$ cat src/rtl/fpu_pkg.sv
// Shared types and constants for the FP add/sub arbiter.
package fpu_pkg;

    typedef enum logic {
        ADD = 1'b0,
        SUB = 1'b1
    } fpu_op_e;

    typedef enum logic [1:0] {
        IDLE,
        ISSUE,
        WAIT,
        RESP
    } ctrl_state_e;

    localparam logic [31:0] FPU_QNAN = 32'h7FC00000;

endpackage

$ cat src/rtl/rr_pick.sv
// Combinational round-robin picker: first requester after last_grant wins.
module rr_pick #(
    parameter int NREQ = 4
) (
    input  logic [NREQ-1:0]         req,
    input  logic [$clog2(NREQ)-1:0] last_grant,
    output logic [NREQ-1:0]         grant,
    output logic [$clog2(NREQ)-1:0] grant_idx,
    output logic                    any
);

    localparam int          IDW = $clog2(NREQ);
    localparam int unsigned N   = NREQ;

    logic [IDW-1:0] idx;

    always_comb begin
        grant     = '0;
        grant_idx = '0;
        any       = 1'b0;
        idx       = '0;
        for (int unsigned off = 1; off <= N; off++) begin
            idx = IDW'((32'(last_grant) + off) % N);
            if (!any && req[idx]) begin
                any        = 1'b1;
                grant[idx] = 1'b1;
                grant_idx  = idx;
            end
        end
    end

endmodule

$ cat src/rtl/fpu_rr_arbiter.sv
// Round-robin arbiter sharing one FP add/sub unit among NREQ requesters,
// one operation in flight, with a wait timeout that forces a qNaN error response.
module fpu_rr_arbiter
    import fpu_pkg::*;
#(
    parameter int NREQ    = 4,
    parameter int TIMEOUT = 15
) (
    input  logic                    clk,
    input  logic                    rst,
    input  logic [NREQ-1:0]         req_valid,
    output logic [NREQ-1:0]         req_ready,
    input  logic [NREQ-1:0]         req_op,
    input  logic [NREQ*32-1:0]      req_a,
    input  logic [NREQ*32-1:0]      req_b,
    output logic                    fpu_valid,
    output logic                    fpu_op,
    output logic [31:0]             fpu_a,
    output logic [31:0]             fpu_b,
    input  logic                    fpu_done,
    input  logic [31:0]             fpu_result,
    input  logic                    fpu_error,
    output logic                    rsp_valid,
    input  logic                    rsp_ready,
    output logic [$clog2(NREQ)-1:0] rsp_id,
    output logic [31:0]             rsp_result,
    output logic                    rsp_error,
    output logic                    rsp_timeout
);

    localparam int          IDW = $clog2(NREQ);
    localparam int unsigned N   = NREQ;

    ctrl_state_e    state_q, state_d;
    logic [7:0]     wait_cnt;
    logic [IDW-1:0] last_grant;
    fpu_op_e        op_q;

    logic [NREQ-1:0] grant;
    logic [IDW-1:0]  grant_idx;
    logic            any_req;
    logic [31:0]     sel_a, sel_b;
    logic            sel_op;
    logic            timeout_hit;

    rr_pick #(.NREQ(NREQ)) u_pick (
        .req        (req_valid),
        .last_grant (last_grant),
        .grant      (grant),
        .grant_idx  (grant_idx),
        .any        (any_req)
    );

    always_comb begin
        sel_a  = '0;
        sel_b  = '0;
        sel_op = 1'b0;
        for (int unsigned i = 0; i < N; i++) begin
            if (grant[i]) begin
                sel_a  = req_a[32*i +: 32];
                sel_b  = req_b[32*i +: 32];
                sel_op = req_op[i];
            end
        end
    end

    // Compare the post-increment count so the response lands TIMEOUT cycles after entering WAIT.
    assign timeout_hit = (wait_cnt + 8'd1) == 8'(TIMEOUT);

    assign req_ready = (state_q == IDLE && !rst) ? grant : '0;
    assign fpu_valid = (state_q == ISSUE);
    assign rsp_valid = (state_q == RESP);
    assign fpu_op    = op_q;

    always_comb begin
        state_d = state_q;
        case (state_q)
            IDLE:    if (any_req) state_d = ISSUE;
            ISSUE:   state_d = WAIT;
            WAIT:    if (fpu_done || timeout_hit) state_d = RESP;
            RESP:    if (rsp_ready) state_d = IDLE;
            default: state_d = IDLE;
        endcase
    end

    always_ff @(posedge clk) begin
        if (rst) begin
            state_q     <= IDLE;
            wait_cnt    <= '0;
            last_grant  <= IDW'(NREQ - 1);
            op_q        <= ADD;
            fpu_a       <= '0;
            fpu_b       <= '0;
            rsp_id      <= '0;
            rsp_result  <= '0;
            rsp_error   <= 1'b0;
            rsp_timeout <= 1'b0;
        end else begin
            state_q <= state_d;
            case (state_q)
                IDLE: begin
                    if (any_req) begin
                        fpu_a  <= sel_a;
                        fpu_b  <= sel_b;
                        op_q   <= fpu_op_e'(sel_op);
                        rsp_id <= grant_idx;
                    end
                end
                ISSUE: wait_cnt <= '0;
                WAIT: begin
                    if (fpu_done) begin
                        rsp_result  <= fpu_result;
                        rsp_error   <= fpu_error;
                        rsp_timeout <= 1'b0;
                    end else if (timeout_hit) begin
                        rsp_result  <= FPU_QNAN;
                        rsp_error   <= 1'b1;
                        rsp_timeout <= 1'b1;
                    end else begin
                        wait_cnt <= wait_cnt + 8'd1;
                    end
                end
                RESP: if (rsp_ready) last_grant <= rsp_id;
                default: ;
            endcase
        end
    end

endmodule

$ cat config.mk
export PLATFORM = sky130hd
export DESIGN_NAME = fpu_rr_arbiter
export DESIGN_NICKNAME = d
export VERILOG_FILES = /design/src/rtl/fpu_pkg.sv /design/src/rtl/rr_pick.sv /design/src/rtl/fpu_rr_arbiter.sv
export SDC_FILE = /design/constraint.sdc
export NUM_CORES = 1
export LEC_CHECK = 0
export CORE_ASPECT_RATIO = 0.6
export CORE_MARGIN = 8
export CORE_UTILIZATION = 42
export CTS_CLUSTER_DIAMETER = 30
export DETAILED_ROUTE_END_ITERATION = 6
export PLACE_DENSITY_LB_ADDON = 0.25
export SLEW_MARGIN = 10
export SYNTH_ARGS = -nofsm -noshare
export SYNTH_HDL_FRONTEND = slang
export SYNTH_SLANG_ARGS = --single-unit
export TNS_END_PERCENT = 100
$ cat constraint.sdc
create_clock -name clk -period 4.2 [get_ports clk]
set_input_delay 0.42 -clock clk [delete_from_list [all_inputs] [get_ports clk]]
set_output_delay 0.42 -clock clk [all_outputs]
set_load 0.05 [all_outputs]
# Word-level counts from Yosys, hierarchy flattened
# Cells that the tools add are included.
# totals
register_bits,113
input_bits,301
output_inout_bits,107
wordCells,109
# op_classes
add_sub_neg,5
n_lt_le_gt_ge,8
n_eq_ne,9
n_mux,53
bitwise,3
n_reduce_logical,21
# op_table
cell,count
two-way mux 32 bit,10
two-way mux 4 bit,5
two-way mux 1 bit,19
two-way mux 8 bit,2
one-hot mux 8 bit (2 select lines),1
two-way mux 2 bit,7
"< comparator 2 x 3 -> 1 bit, second input constant",4
bitwise OR 4 bit,3
"adder 8 x 1 -> 8 bit, second input constant",1
binary-select mux 1 bit (select 2 bit),4
demux 1 bit (select 2 bit),4
"equality test 8 x 4 -> 1 bit, second input constant",1
"greater-or-equal comparator 2 x 1 -> 1 bit, second input constant",4
logical AND 1 bit,8
"inequality test 2 bit, second input constant",4
one-hot mux 2 bit (4 select lines),1
AND reduction 2 bit,3
AND reduction 3 bit,2
"adder 2 x 1 -> 2 bit, second input constant",2
"adder 2 bit, second input constant",2
"equality test 2 bit, second input constant",2
logical NOT 1 bit,4
nonzero test 2 bit,2
"equality test 2 x 1 -> 1 bit, second input constant",1
other kinds (3),3

# Depth between registers and ports, before layout
# logic_depth
ltp_word,17
mapped_depth,13

# Modules after synthesis
# Synthesis repeated with hierarchy kept, for this count alone.
# unflattened
hier_cells,844
hier_area_um2,6846.6
# modules_own_cells
mod,n_inst,cells_per_inst,area_per_inst_um2,seq_area_each_um2
fpu_rr_arbiter,1,776,6321.1,2262.2
rr_pick,1,68,525.5,0.0

# Worst setup path after synthesis
# No wires, ideal clock.
# synth_path
path_type,register to output
from,register last_grant[0]
to,output req_ready[3]
arrival_ns,3.049
required_time_ns,3.780
path_slack_ns,0.731
path_stages_with_launch,12
n_path_buf,5
path_cell_list,dfxtp_1 > buf_6 > buf_6 > inv_1 > ha_1 > buf_2 > mux4_2 > a21o_1 > o21ai_2 > buf_2 > buf_2 > a31oi_1
# synth_via
elab_chain_cells,14
# synth_lines
element,line,source
"start, declared",fpu_rr_arbiter.sv:36,logic [IDW-1:0] last_grant;
"start signal, assigned",fpu_rr_arbiter.sv:90,last_grant <= IDW'(NREQ - 1);
"start signal, assigned",fpu_rr_arbiter.sv:123,RESP: if (rsp_ready) last_grant <= rsp_id;
"parallel branches: the longest is 12 deep, another holds < comparator 2 x 3 -> 1 bit",-,
two-way mux 4 bit *,rr_pick.sv:24,if (!any && req[idx]) begin
two-way mux 4 bit *,fpu_rr_arbiter.sv:70,assign req_ready = (state_q == IDLE && !rst) ? grant : '0;
"end, declared",fpu_rr_arbiter.sv:12,"output logic [NREQ-1:0] req_ready,"
# Mark *: on every way between the ends. The select of a mux whose other input is x is not followed.

# Worst setup path after layout
# layout_path
from,register last_grant[1]
to,output req_ready[1]
# The elaborated chain is that of the path after synthesis.

==> summary.md <==
| Metric | Value |
|---|---|
| Core area | 20200 sq um |
| CP required | 3.78 ns |
| Post-CTS Setup Bufs | 0 |
| Worst slew pin tran | 1.20 ns |
| Final Hold Viols | 0 |
| Most common cell in the synthesized netlist | nor2_1 |
| Final wirelength | 39300 um |
| Number of max-cap violations | 0 |
| Critical Path Max Stage Delay | 0.71 ns |
| Run status | completed |
| VDD IR-drop max | 0.000518 V |
| Layout area overhead | 54.4% |
| EDFF count, synth | 0 |
| Synth Warn # | 0 |
| Final setup fails | 0 |
| Synth cell count leaders | nor2_1 (143), dfxtp_1 (113), nand2_1 (112) |
| DR vias | 10100 |
| Clock Path Buffers | 2 |
| Hold slack | 0.475 ns |
| Cts repair resizes | 0 |
| Residual DRC | 0 |
| Dominant cells by area after synthesis | dfxtp_1 (26%), o41ai_2 (11%), a221oi_2 (8.8%), nor2_1 (6.1%), o21ai_0 (5.3%) |
| Syn nets | 1381 |
| H-tree levels | 4 |
| Crit start category | flop |
| Total gr overflow | 0 |
| Hpwl dp | 27800 um |
| Inst Count DP | 1651 |
| Fin crit share | 89.2% |
| Register area | 2260 sq um |
| Layout cells sized above 1 | 14.5% |
| Post-synth top area share | 25.9% |
| Die height | 128 um |
| # IOs | 408 |
| GP Congestion | 0.907 |
| Layout Skew | 0.0125 ns |
| Setup tns final | 0 ns |
| # diodes | 0 |
| F_max | 0.267 GHz |
| DIE AREA | 25800 sq um |
| CP Data Arrival Time | 3.33 ns |
| Wire per inst | 23.3 um |
| CP cell instances | inv_1, ha_1, mux4_2, nand2_2, buf_4, a31oi_1, buf_4 |
| Clk_lat worst skew | 0.43 ns |
| Static Leak | 5.24 nW |
| Root buffer cell | clkbuf_16 |
| Clock buffer count from CTS | 17 |
| First-pass GRT wire length | 59500 um |
| Pwr dens | 589 nW/um^2 |
| Register area share after synthesis | 25.9% |
| Fill count | 1680 |
| CTS tree | built |
| Tot GR Track Use | 28.7% |
| Iteration-0 DRC Markers | 794 |
| Synth Area per Inst | 8.19 sq um |
| Final #Nets | 1712 |
| Initial core utilization | 43.2% |
| CTS Hold Bufs | 0 |
| Max-slew violations | 0 |
| Quantity of I/O buffers inserted on ports | 407 |
| Library cells used by synthesis | 60 |
| Master of the slowest instance on the critical path | mux4_2 |
| Async S/R FF share, synth | 0% |
| Vias per cell | 5.98 |
| FF+latch count, synth | 113 |
| Vias in the first global route | 9925 |
| Final Critical Period | 3.75 ns |
| Critical path class | flop to primary output |
| Multi-input combinational cell area | 5860 sq um |
| Antenna violations before repair | 3 |
| Post-Synthesis Cells | 1066 |
| Row count | 40 |
| Die Wd | 202 um |
| Crit. End Element | primary output |
| Synth area leader | dfxtp_1 |
| DRT antenna net count | 0 |
| # clock sinks | 113 |
| CP Max Fanout | 66 |
| Worst-path clk slew | 0.05 ns |
| Top FF cell, synth | dfxtp_1 |
| Worst Hold Class | flop to flop |
| Slew HR | 20.0% |
| Internal reg-to-reg setup slack | 0.73 ns |
| Synthesized cell area | 8730 sq um |
| Post-Layout Cell Count | 1682 |
| Router iterations before antenna repair | 5 |
| Largest net degree at the start of global routing | 70 |
| Unrepaired setup endpoints after global routing | false |
| Cell mode on critical path | buf_4 |
## metrics by stage
stage	setup WS, ns	total power [W]	area, sq um	utilization [%]
2_1_floorplan	0.731	0.00487	8730	-
4_1_cts	0.481	0.00795	13500	66.7
3_5_place_dp	0.536	0.00642	12900	63.7
6_report	0.455	0.00794	13500	66.7
3_3_place_gp	0.660	0.00635	12900	63.7
5_1_grt	0.310	0.00832	13500	66.7
## layout by cell type (no fill, tap or decap), types with 6 or more instances in the layout
master	Yosys	routed
a31oi_1	71	71
nor2_1	143	143
and3_1	66	66
ha_1	14	14
and2_1	66	66
o21ai_0	92	92
dfxtp_1	113	113
nand2_1	112	111
nand3_1	12	10
buf_12	0	9
clkdlybuf4s50_1	0	403
clkbuf_16	0	17
o41ai_2	60	60
a221oi_2	51	51
o221a_2	10	10
a21oi_1	32	31
buf_4	13	22
a221oi_1	17	17
mux2i_1	6	6
inv_1	13	12
## critical path: cells and delay by family (launching register included)
kind,cells,cell delay (ns)
compound gates,1,0.17
flops,1,0.33
fa+ha+maj,1,0.57
simple gates,1,0.15
mux,1,0.71
buf+inv,3,0.91
## routing by layer
layer  GRT usage, %  part of all wire (%)  vias up
met5              0                 0.094        -
met4           9.13                   2.5        6
met3           9.94                   9.7       65
met2           45.4                    45      506
met1           36.4                    42     4838
li1               -                     -     4647
## kinds of logic (layout without fill, tap and decap cells)
group	after synthesis	count (layout)	share of synthesized area (%)
xor+xnor	4	4	0.401
simple gates	425	425	23.2
fa+ha+maj	14	14	2.01
mux	11	11	1.72
compound gates	364	364	38.8
flops	113	113	25.9
buf+inv	135	478	8.00
## sequential cells by signal, summed over array words and instances, names as in the netlist
name	flops
state_q	2
fpu_b	32
fpu_op	1
wait_cnt	8
rsp_timeout	1
rsp_error	1
fpu_a	32
rsp_id	2
last_grant	2
rsp_result	32
## worst paths after layout
kind / to / cells past startpoint / from
min: rsp_result[13] / 2 / rsp_result[13]
min reg2reg: rsp_result[13] / 2 / rsp_result[13]
max reg2reg: fpu_a[31] / 9 / last_grant[1]
max: req_ready[1] / 7 / last_grant[1]
## power by group
part,internal [W],switching (W)
logic,0.00175,0.00307
clock network,0.000958,0.000552
registers,0.00138,0.000232
total,0.00409,0.00385
## area by class of cell
class / count / area share, %
Multi-Input combinational cell: 818 / 43.4
Clock inverter: 10 / 1.00
Tap cell: 273 / 2.53
Clock buffer: 21 / 3.42
Sequential cell: 113 / 16.8
Inverter: 13 / 0.362
Timing Repair Buffer: 434 / 32.5
Note: power is estimated with default switching activity, not from simulation.
